`config.mk`:
```
export PLATFORM = sky130hd
export DESIGN_NAME = mem_stall_ctrl
export DESIGN_NICKNAME = d
export VERILOG_FILES = /design/src/rtl/mem_stall_ctrl.sv
export SDC_FILE = /design/constraint.sdc
export NUM_CORES = 1
export LEC_CHECK = 0
export CORE_MARGIN = 1
export CORE_UTILIZATION = 42
export DETAILED_ROUTE_END_ITERATION = 10
export PLACE_DENSITY = 0.8
export SYNTH_ARGS = -nofsm -noshare
export SYNTH_HDL_FRONTEND = slang
export SYNTH_SLANG_ARGS = --single-unit
```
`constraint.sdc`:
```
create_clock -name clk_i -period 5.35 [get_ports clk_i]
set_input_delay 1.07 -clock clk_i [delete_from_list [all_inputs] [get_ports clk_i]]
set_output_delay 1.07 -clock clk_i [all_outputs]
set_load 0.05 [all_outputs]
```
`src/rtl/mem_stall_ctrl.sv`:
```
// mem_stall_ctrl: data-memory access sequencer for an in-order pipeline.
// A load or store seen in EX/MEM is latched and issued to a variable-latency
// data memory. The pipeline is held until the memory acknowledges or the
// access times out. After that, a single DONE cycle lets the pipeline advance
// by exactly one instruction.
//
// Handshake: mem_req_o is raised the cycle after the access is seen and is
// held, with mem_we_o/mem_addr_o/mem_wdata_o frozen, until mem_ack_i is seen
// high on a posedge in WAIT. mem_ack_i is a single-cycle pulse, and
// mem_rdata_i is only meaningful in that cycle. An ack that arrives outside
// WAIT belongs to no outstanding access and is dropped.
module mem_stall_ctrl #(
    parameter int unsigned TIMEOUT = 255,
    parameter int unsigned CNT_W   = 16
) (
    input  logic             clk_i,
    input  logic             rst_i,
    input  logic             MemRead_i,
    input  logic             MemWrite_i,
    input  logic [31:0]      addr_i,
    input  logic [31:0]      wdata_i,
    input  logic             mem_ack_i,
    input  logic [31:0]      mem_rdata_i,
    output logic             mem_req_o,
    output logic             mem_we_o,
    output logic [31:0]      mem_addr_o,
    output logic [31:0]      mem_wdata_o,
    output logic             stall_o,
    output logic [31:0]      rdata_o,
    output logic             err_o,
    output logic [CNT_W-1:0] stall_cnt_o
);

    // The wait counter only has to reach TIMEOUT-1.
    localparam int unsigned WCNT_W = (TIMEOUT < 2) ? 1 : $clog2(TIMEOUT);
    localparam logic [WCNT_W-1:0] WAIT_LAST = WCNT_W'(TIMEOUT - 1);

    typedef enum logic [1:0] {
        ST_IDLE = 2'd0,
        ST_WAIT = 2'd1,
        ST_DONE = 2'd2
    } state_e;

    state_e             state_q, state_d;
    logic               req_q, req_d;
    logic               we_q, we_d;
    logic [31:0]        addr_q, addr_d;
    logic [31:0]        wdata_q, wdata_d;
    logic [31:0]        rdata_q, rdata_d;
    logic               err_q, err_d;
    logic [WCNT_W-1:0]  wait_cnt_q, wait_cnt_d;
    logic [CNT_W-1:0]   stall_cnt_q, stall_cnt_d;

    logic               access;
    logic               wait_expired;

    // A simultaneous read and write is handled as a store, because we follows MemWrite_i.
    assign access       = MemRead_i | MemWrite_i;
    assign wait_expired = (wait_cnt_q == WAIT_LAST);

    // Stall is combinational so the pipeline freezes in the very cycle the access is seen.
    always_comb begin
        stall_o = 1'b0;
        if (!rst_i) begin
            case (state_q)
                ST_IDLE: stall_o = access;
                ST_WAIT: stall_o = 1'b1;
                default: stall_o = 1'b0;
            endcase
        end
    end

    // Next-state and next-output logic of the access sequencer.
    always_comb begin
        state_d    = state_q;
        req_d      = req_q;
        we_d       = we_q;
        addr_d     = addr_q;
        wdata_d    = wdata_q;
        rdata_d    = rdata_q;
        err_d      = err_q;
        wait_cnt_d = wait_cnt_q;

        case (state_q)
            ST_IDLE: begin
                if (access) begin
                    req_d      = 1'b1;
                    we_d       = MemWrite_i;
                    addr_d     = addr_i;
                    wdata_d    = wdata_i;
                    wait_cnt_d = '0;
                    state_d    = ST_WAIT;
                end
            end

            ST_WAIT: begin
                // If the ack lands on the last allowed cycle, the ack is checked first and wins.
                if (mem_ack_i) begin
                    req_d   = 1'b0;
                    if (!we_q) begin
                        rdata_d = mem_rdata_i;
                    end
                    state_d = ST_DONE;
                end else if (wait_expired) begin
                    req_d   = 1'b0;
                    err_d   = 1'b1;
                    if (!we_q) begin
                        rdata_d = '0;
                    end
                    state_d = ST_DONE;
                end else begin
                    wait_cnt_d = wait_cnt_q + 1'b1;
                end
            end

            ST_DONE: begin
                // The pipeline advances this cycle, so EX/MEM still shows the
                // finished access and must not be sampled again.
                state_d = ST_IDLE;
            end

            default: begin
                state_d = ST_IDLE;
                req_d   = 1'b0;
            end
        endcase
    end

    // State and registered outputs; an asynchronous reset drops an in-flight request at once.
    always_ff @(posedge clk_i or posedge rst_i) begin
        if (rst_i) begin
            state_q    <= ST_IDLE;
            req_q      <= 1'b0;
            we_q       <= 1'b0;
            addr_q     <= '0;
            wdata_q    <= '0;
            rdata_q    <= '0;
            err_q      <= 1'b0;
            wait_cnt_q <= '0;
        end else begin
            state_q    <= state_d;
            req_q      <= req_d;
            we_q       <= we_d;
            addr_q     <= addr_d;
            wdata_q    <= wdata_d;
            rdata_q    <= rdata_d;
            err_q      <= err_d;
            wait_cnt_q <= wait_cnt_d;
        end
    end

    // Saturating count of stalled cycles.
    always_comb begin
        stall_cnt_d = stall_cnt_q;
        if (stall_o && (stall_cnt_q != {CNT_W{1'b1}})) begin
            stall_cnt_d = stall_cnt_q + 1'b1;
        end
    end

    // Performance counter register.
    always_ff @(posedge clk_i or posedge rst_i) begin
        if (rst_i) begin
            stall_cnt_q <= '0;
        end else begin
            stall_cnt_q <= stall_cnt_d;
        end
    end

    assign mem_req_o   = req_q;
    assign mem_we_o    = we_q;
    assign mem_addr_o  = addr_q;
    assign mem_wdata_o = wdata_q;
    assign rdata_o     = rdata_q;
    assign err_o       = err_q;
    assign stall_cnt_o = stall_cnt_q;

endmodule

```
==> flow_summary.toml, run 1 <==
[timing]
hold_ws_ns = 0.462
rsz0062_at_grt = "no"
drv_slew = 0
finClkSkew_ns = 0.00564
worstMarginPinSlew_ns = 1.18
setup_ws_ns = 1.46
max_freq_mhz = 257
fin_crit_sh_pct = 72.8
hold_viol = 0
relSlewSlack_pct = 21.0
final.min_clock_period_ns = 3.89
setup_viol = 0
setup_tns_ns = 0

[worst_setup_path]
path_delay_family = "buffers and inverters"
cp-start-kind = "input port"
path_cells = "clkdlybuf4s50_1, or3_1, nand2_1, inv_1, clkdlybuf4s50_1"
required_ns = 4.28
cp_slowest_cell = "clkdlybuf4s50_1"
r2r_slack_ns = 2.82
worst_setup_path_end_kind = "primary output"
cp_max_fo = 5
path_class = "input port to primary output"
arrival_ns = 2.82
crit_path_max_incr_delay_ns = 0.70
critPathMostFrequentCell = "clkdlybuf4s50_1"
critPathBufInv = 3

[floorplan]
die_h_um = 112
die_w_um = 112
num_io_pins = 217
die_area_um2 = 12500
start_util_pct = 43.7
rows = 39
core_um2 = 11600

[power_and_ir_drop]
p_leak_nw = 3.44
power.density_nw_per_um2 = 744
ir_drop_mv = 0.339

[cts]
clk_latency_ns = 0.42
cts_buffers = 17
cts_sinks = 125
clk_pin_slew_worst_paths_ns = 0.05
cts.path.max_buffers = 2
post-cts-setup-buffers = 0
cts-root-buf = "clkbuf_16"
htree_num_levels = 4
postCtsResizedCells = 0
hold_buffers = 0
cts_tree = "done"

[place]
gp_congestion = 0.809
place_inst = 712
port_buffers = 216
pre_cts_slack_ns = 1.47
place_hpwl_mm = 9.44

[finish]
most-common-layout-cells = "clkdlybuf4s50_1, dfrtp_1, mux2_2"
diodes = 0
fin_nets = 692
drive_above_1_share_pct = 17.5
nFillCells = 855
areaGrowthSynthToFinish_pct = 57.5
final_common_cell = "clkdlybuf4s50_1"
final_cells = 744

[grt]
track_usage_pct = 22.3
grt_pass1_vias = 4070
antenna_found_initial = 0
overflow = 0
grt_start_max_net_pins = 65
grt_pass1_wl_mm = 21.5

[detailed_routing]
drcViolationCount = 20
viasPerCell = 5.31
antenna_left = 0
drt-wirelength-per-cell_um = 17.8
routed_wl_mm = 13.2
dr.pass1.iters = 7
vias = 3951
drt_iter0_markers = 200

[yosys]
ys_seq_area_share_pct = 61.7
synth_edf_count = 0
yosys_warnings = 0
ys_async_sr_fraction_pct = 100
netlist_area_um2 = 5070
ys_dominant_reg_cell = "dfrtp_1"
syn_nets = 471
synth_seq_cells = 125
yosys.cell_types.count = 46
syn_inst = 367
synthesis.area_per_instance_um2 = 13.8

[status]
violations = "design-rule violations"
status = "finished with violations"

[hold_path]
hp-class = "register to register"

[run]
drv_cap = 0
-- metal layers --
layer  global-route usage, %  share of wire, %  up-vias
met5                       0                 0        -
li1                        -                 -     1810
met4                    9.19               2.0        0
met2                    38.6                52      166
met3                    6.48               7.5       23
met1                    26.0                39     1952
-- per-stage QoR --
| step | power [mW] | area (µm²) | utilization, % |
|---|---|---|---|
| 6_report | 5.94 | 7990 | 68.8 |
| 5_1_grt | 6.19 | 7990 | 68.8 |
| 2_1_floorplan | 3.69 | 5070 | - |
| 4_1_cts | 5.99 | 7990 | 68.8 |
| 3_3_place_gp | 4.70 | 7360 | 63.4 |
| 3_5_place_dp | 4.76 | 7360 | 63.4 |
-- synth_stat cells, types with 6 or more instances --
| library cell | count | share of area, % |
|---|---|---|
| a22o_1 | 33 | 5.7 |
| a31oi_1 | 6 | 0.74 |
| buf_2 | 12 | 1.2 |
| dfrtp_1 | 125 | 62 |
| inv_1 | 7 | 0.52 |
| mux2_1 | 8 | 1.8 |
| mux2_2 | 58 | 13 |
| nand2_1 | 6 | 0.44 |
| nand3_1 | 9 | 0.89 |
| nor2_1 | 11 | 0.81 |
| nor3_1 | 7 | 0.69 |
| o21ai_0 | 6 | 0.59 |
| o31ai_1 | 9 | 1.3 |
| xor2_1 | 8 | 1.4 |
-- where the power goes --
part	internal, mW	switching [mW]	leakage (nW)	total [mW]
Combinational	1.13	1.97	1.61	3.10
Clock	0.799	0.401	0.313	1.20
Sequential	1.36	0.280	1.51	1.64
-- state kept, by name (all words and copies together) (netlist names) --
| name | flops |
|---|---|
| mem_we_o | 1 |
| wait_cnt_q | 8 |
| mem_addr_o | 32 |
| err_o | 1 |
| state_q | 2 |
| mem_wdata_o | 32 |
| mem_req_o | 1 |
| rdata_o | 32 |
| stall_cnt_o | 16 |
-- logic make-up (layout without fill, tap and decap cells) --
group | count (synthesis) | count (layout) | synth area share (%)
xor+xnor | 9 | 9 | 1.55
flops | 125 | 125 | 61.7
fa+ha+maj | 3 | 3 | 0.740
simple gates | 69 | 69 | 8.46
buf+inv | 26 | 260 | 2.37
compound gates | 69 | 69 | 10.5
mux | 66 | 66 | 14.7
-- worst paths after layout --
kind                             from       endpoint  cells past startpoint
max                        MemWrite_i        stall_o                      5
min                             err_o          err_o                      1
max reg2reg                state_q[1]    rdata_o[10]                      4
min reg2reg                     err_o          err_o                      1
max in group asynchronous       rst_i  mem_addr_o[7]                      3
min in group asynchronous       rst_i       mem_we_o                      2
-- cell type report --
class	instances	area (µm²)	share of cell area, %
Clock buffer	20	457	5.72
Clock inverter	12	168	2.10
Inverter	8	32.5	0.407
Multi-Input combinational cell	216	1830	22.9
Sequential cell	125	3130	39.2
Tap cell	143	179	2.24
Timing Repair Buffer	220	2190	27.4
Note: power is estimated with default switching activity, not from simulation.
==> run 2, diff against run 1 <==
CORE_UTILIZATION = 38   (was 42)
PLACE_DENSITY = 0.76   (was 0.8)
clock period = 3.25 ns   (was 5.35 ns; I/O delays follow)
==> run 2 against run 1 <==
Against the previous run:
- the flow now finishes without violations
- clock power increased by 52%
- sequential share of layout area decreased by 0.098 points
- sequential cell count unchanged
- final cell count increased by 4.0%
- count of clock-buffer cells in the layout increased by 1
- critical path depth unchanged
- sequential power increased by 64%
- setup slack got worse by 0.75 ns
- power increased by 62%
- largest cell class unchanged
==> flow_summary.toml, run 2 (same netlist as run 1, synthesis figures left out) <==
[floorplan]
die_h_um = 118
die_w_um = 118
rows = 41
die_area_um2 = 13800
start_util_pct = 39.5
num_io_pins = 217
core_um2 = 12800

[worst_setup_path]
worst_setup_path_end_kind = "primary output"
path_class = "input port to primary output"
cp-start-kind = "input port"
r2r_cells = 6
required_ns = 2.60
cp_max_fo = 5
arrival_ns = 1.89

[power_and_ir_drop]
ir_drop_mv = 0.660
total_power_mw = 9.62
p_leak_nw = 3.41
p_comb_share_pct = 53.0
intPower_mw = 5.29
switching_share_pct = 45.1
pwr-share-seq_pct = 28.0
p_sw_mw = 4.33
power.density_nw_per_um2 = 1200
power_frac_clock_pct = 19.0

[detailed_routing]
antenna_left = 0
drcViolationCount = 0
drt-wirelength-per-cell_um = 16.7
routed_wl_mm = 12.9
vias = 3897
drt_iter0_markers = 192
dr.pass1.iters = 4
viasPerCell = 5.03

[cts]
cts_buffers = 17
cts_sinks = 125
cts-root-buf = "clkbuf_16"
htree_num_levels = 4
cts_tree = "done"
cts.path.max_buffers = 2
clk_latency_ns = 0.40
postCtsResizedCells = 0
clk_pin_slew_worst_paths_ns = 0.05
hold_buffers = 0
post-cts-setup-buffers = 0

[timing]
final.min_clock_period_ns = 2.54
setup_tns_ns = 0
finClkSkew_ns = 0.00638
hold_ws_ns = 0.474
relSlewSlack_pct = 53.8
worstMarginPinSlew_ns = 0.693
setup_viol = 0
fin_crit_sh_pct = 78.3
max_freq_mhz = 393
drv_slew = 0
rsz0062_at_grt = "no"
hold_viol = 0

[finish]
final_common_cell = "clkdlybuf4s50_1"
seq_area_um2 = 3130
areaGrowthSynthToFinish_pct = 57.9
most-common-layout-cells = "clkdlybuf4s50_1, dfrtp_1, mux2_2"
fin_nets = 693
drive_above_1_share_pct = 17.6
fin_area_um2 = 8010
diodes = 0
multi_input_area_um2 = 1830
nFillCells = 996

[grt]
track_usage_pct = 19.7
overflow = 0
antenna_found_initial = 0
grt_pass1_wl_mm = 21.5
grt_start_max_net_pins = 76
grt_pass1_vias = 4082

[hold_path]
whs_path_depth = 1
hp-class = "register to register"

[run]
drv_cap = 0

[place]
place_hpwl_mm = 9.09
port_buffers = 216
postPlaceCellArea_um2 = 7430
gp_congestion = 0.774

[status]
status = "finished, final reports clean"
## run 2: final timing paths
| kind | to | slack [ns] | from |
|---|---|---|---|
| min | err_o | 0.47 | err_o |
| max | stall_o | 0.71 | MemWrite_i |
| min reg2reg | err_o | 0.47 | err_o |
| max reg2reg | wait_cnt_q[5] | 1.21 | wait_cnt_q[0] |
| max in group asynchronous | mem_addr_o[13] | 1.92 | rst_i |
| min in group asynchronous | mem_req_o | 0.77 | rst_i |
## run 2: area by class of cell
type                            instances  area share [%]
Timing Repair Buffer                  221            27.7
Sequential cell                       125            39.1
Multi-Input combinational cell        216            22.9
Clock inverter                         11            1.45
Clock buffer                           21            5.75
Tap cell                              172            2.69
Inverter                                8           0.422
## run 2: stage by stage
stage          setup slack (ns)  utilization, %  std cells
2_1_floorplan              1.06               -        367
3_3_place_gp              0.741            58.0        742
3_5_place_dp              0.655            58.0        742
4_1_cts                   0.702            62.4        774
5_1_grt                   0.609            62.4        774
6_report                  0.705            62.4        774
## run 2: per-layer routing
metal	part of all wire [%]	GRT usage [%]
met4	1.3	7.37
met3	5.2	4.70
met5	0	0
met2	52	33.6
met1	42	24.3
## run 2: power by group through the flow
stage	Sequential, mW	Combinational [mW]	Clock, mW
3_5_place_dp	2.72	5.12	0
4_1_cts	2.70	5.14	1.88
2_1_floorplan	4.92	1.15	0
6_report	2.69	5.10	1.82
5_1_grt	2.79	5.31	1.95
3_3_place_gp	2.67	5.07	0
## run 2: worst max-delay path, cell delays in order
cell,delay [ns]
clkdlybuf4s50_1,0.47
or3_1,0.42
nand2_1,0.10
inv_1,0.07
buf_4,0.19
==> run 3, diff against run 2 <==
CORE_UTILIZATION = 42   (was 38)
PLACE_DENSITY = 0.8   (was 0.76)
clock period = 2.5 ns   (was 3.25 ns; I/O delays follow)
==> run 3 against run 2 <==
Against the previous run:
- the run now ends with design-rule violations left
- critical path depth is the same
- first-iteration DRC count up 23%
- register-to-register slack worse by 0.89 ns
- clock power rose by 32%
- non-clock buffer count up 2
- final cell count is 3.5% lower
- critical path type unchanged
- largest power group unchanged
==> flow_summary.toml, run 3 (same netlist as run 1, synthesis figures left out) <==
[place]
pre_cts_slack_ns = 0.0870
gp_congestion = 0.806
port_buffers = 216
place_hpwl_mm = 9.44
place_inst = 715
postPlaceCellArea_um2 = 7420

[detailed_routing]
drt_iter0_markers = 237
routed_wl_mm = 13.1
viasPerCell = 5.31
antenna_left = 0
drt-wirelength-per-cell_um = 17.5
dr.pass1.iters = 9
vias = 3967
drcViolationCount = 20

[timing]
drv_slew = 0
max_freq_mhz = 443
setup_tns_ns = 0
rsz0062_at_grt = "no"
finClkSkew_ns = 0.0103
worstMarginPinSlew_ns = 1.14
setup_ws_ns = 0.241
fin_crit_sh_pct = 90.4
hold_viol = 0
setup_viol = 0
final.min_clock_period_ns = 2.26
relSlewSlack_pct = 24.2

[cts]
cts_tree = "done"
cts-root-buf = "clkbuf_16"
hold_buffers = 0
cts.path.max_buffers = 2
htree_num_levels = 4
cts_buffers = 17
cts_sinks = 125
clk_latency_ns = 0.41
postCtsResizedCells = 0
clk_pin_slew_worst_paths_ns = 0.06
post-cts-setup-buffers = 0

[finish]
final_common_cell = "clkdlybuf4s50_1"
areaGrowthSynthToFinish_pct = 58.1
fin_nets = 695
most-common-layout-cells = "clkdlybuf4s50_1, dfrtp_1, mux2_2"
drive_above_1_share_pct = 17.9
final_cells = 747
fin_util_pct = 69.0
nFillCells = 853
fin_area_um2 = 8020
diodes = 0

[power_and_ir_drop]
p_leak_nw = 3.43
power.density_nw_per_um2 = 1570
ir_drop_mv = 0.795

[grt]
track_usage_pct = 22.2
grt_pass1_vias = 4140
overflow = 0
grt_pass1_wl_mm = 21.4
antenna_found_initial = 0
grt_start_max_net_pins = 65

[status]
violations = "design-rule violations"
status = "finished with violations"

[worst_setup_path]
worst_setup_path_end_kind = "primary output"
cp_max_fo = 5
path_class = "input port to primary output"
cp-start-kind = "input port"
r2r_slack_ns = 0.32
arrival_ns = 1.76
required_ns = 2.00

[floorplan]
num_io_pins = 217
die_w_um = 112
die_h_um = 112
core_um2 = 11600
start_util_pct = 43.7
rows = 39
die_area_um2 = 12500

[run]
drv_cap = 0

[hold_path]
hp-class = "register to register"
==> run 3: cell type report <==
class                   instances  area [µm²]  area share [%]
well taps                     143         179            2.23
clock buffers                  22         474            5.91
inverters                       8        33.8           0.421
flip-flops and latches        125        3130            39.0
multi-input cells             216        1840            23.0
clock inverters                10         114            1.42
repair buffers                223        2250            28.1
==> run 3: worst paths after layout <==
check,start,to,cells past startpoint
setup / recovery,MemWrite_i,stall_o,5
hold reg to reg,err_o,err_o,1
setup reg to reg,state_q[0],rdata_o[31],4
max in group asynchronous,rst_i,rdata_o[24],3
min in group asynchronous,rst_i,stall_cnt_o[8],2
hold / removal,err_o,err_o,1
==> run 3: metal layers <==
layer	global-route usage (%)	part of all wire, %	vias up
met5	0	0	-
met1	25.7	40	1976
met2	38.3	51	153
met3	6.59	6.3	28
met4	9.55	2.3	0
li1	-	-	1810
==> run 3: stage by stage <==
| stage | hold WS [ns] | power [mW] |
|---|---|---|
| floorplan | 0.469 | 7.89 |
| global placement | 0.450 | 10.1 |
| detailed placement | 0.453 | 10.2 |
| CTS | 0.471 | 12.7 |
| global route | 0.494 | 13.1 |
| finish | 0.465 | 12.6 |
==> run 3: worst max-delay path: stages <==
cell	delay, ns
clkdlybuf4s50_1	0.47
or3_1	0.41
nand2_1	0.11
inv_1	0.08
buf_4	0.19
==> run 3: power by group <==
part           switching (mW)  internal (mW)
clock                   0.865           1.54
sequential              0.579           2.91
combinational            4.24           2.47
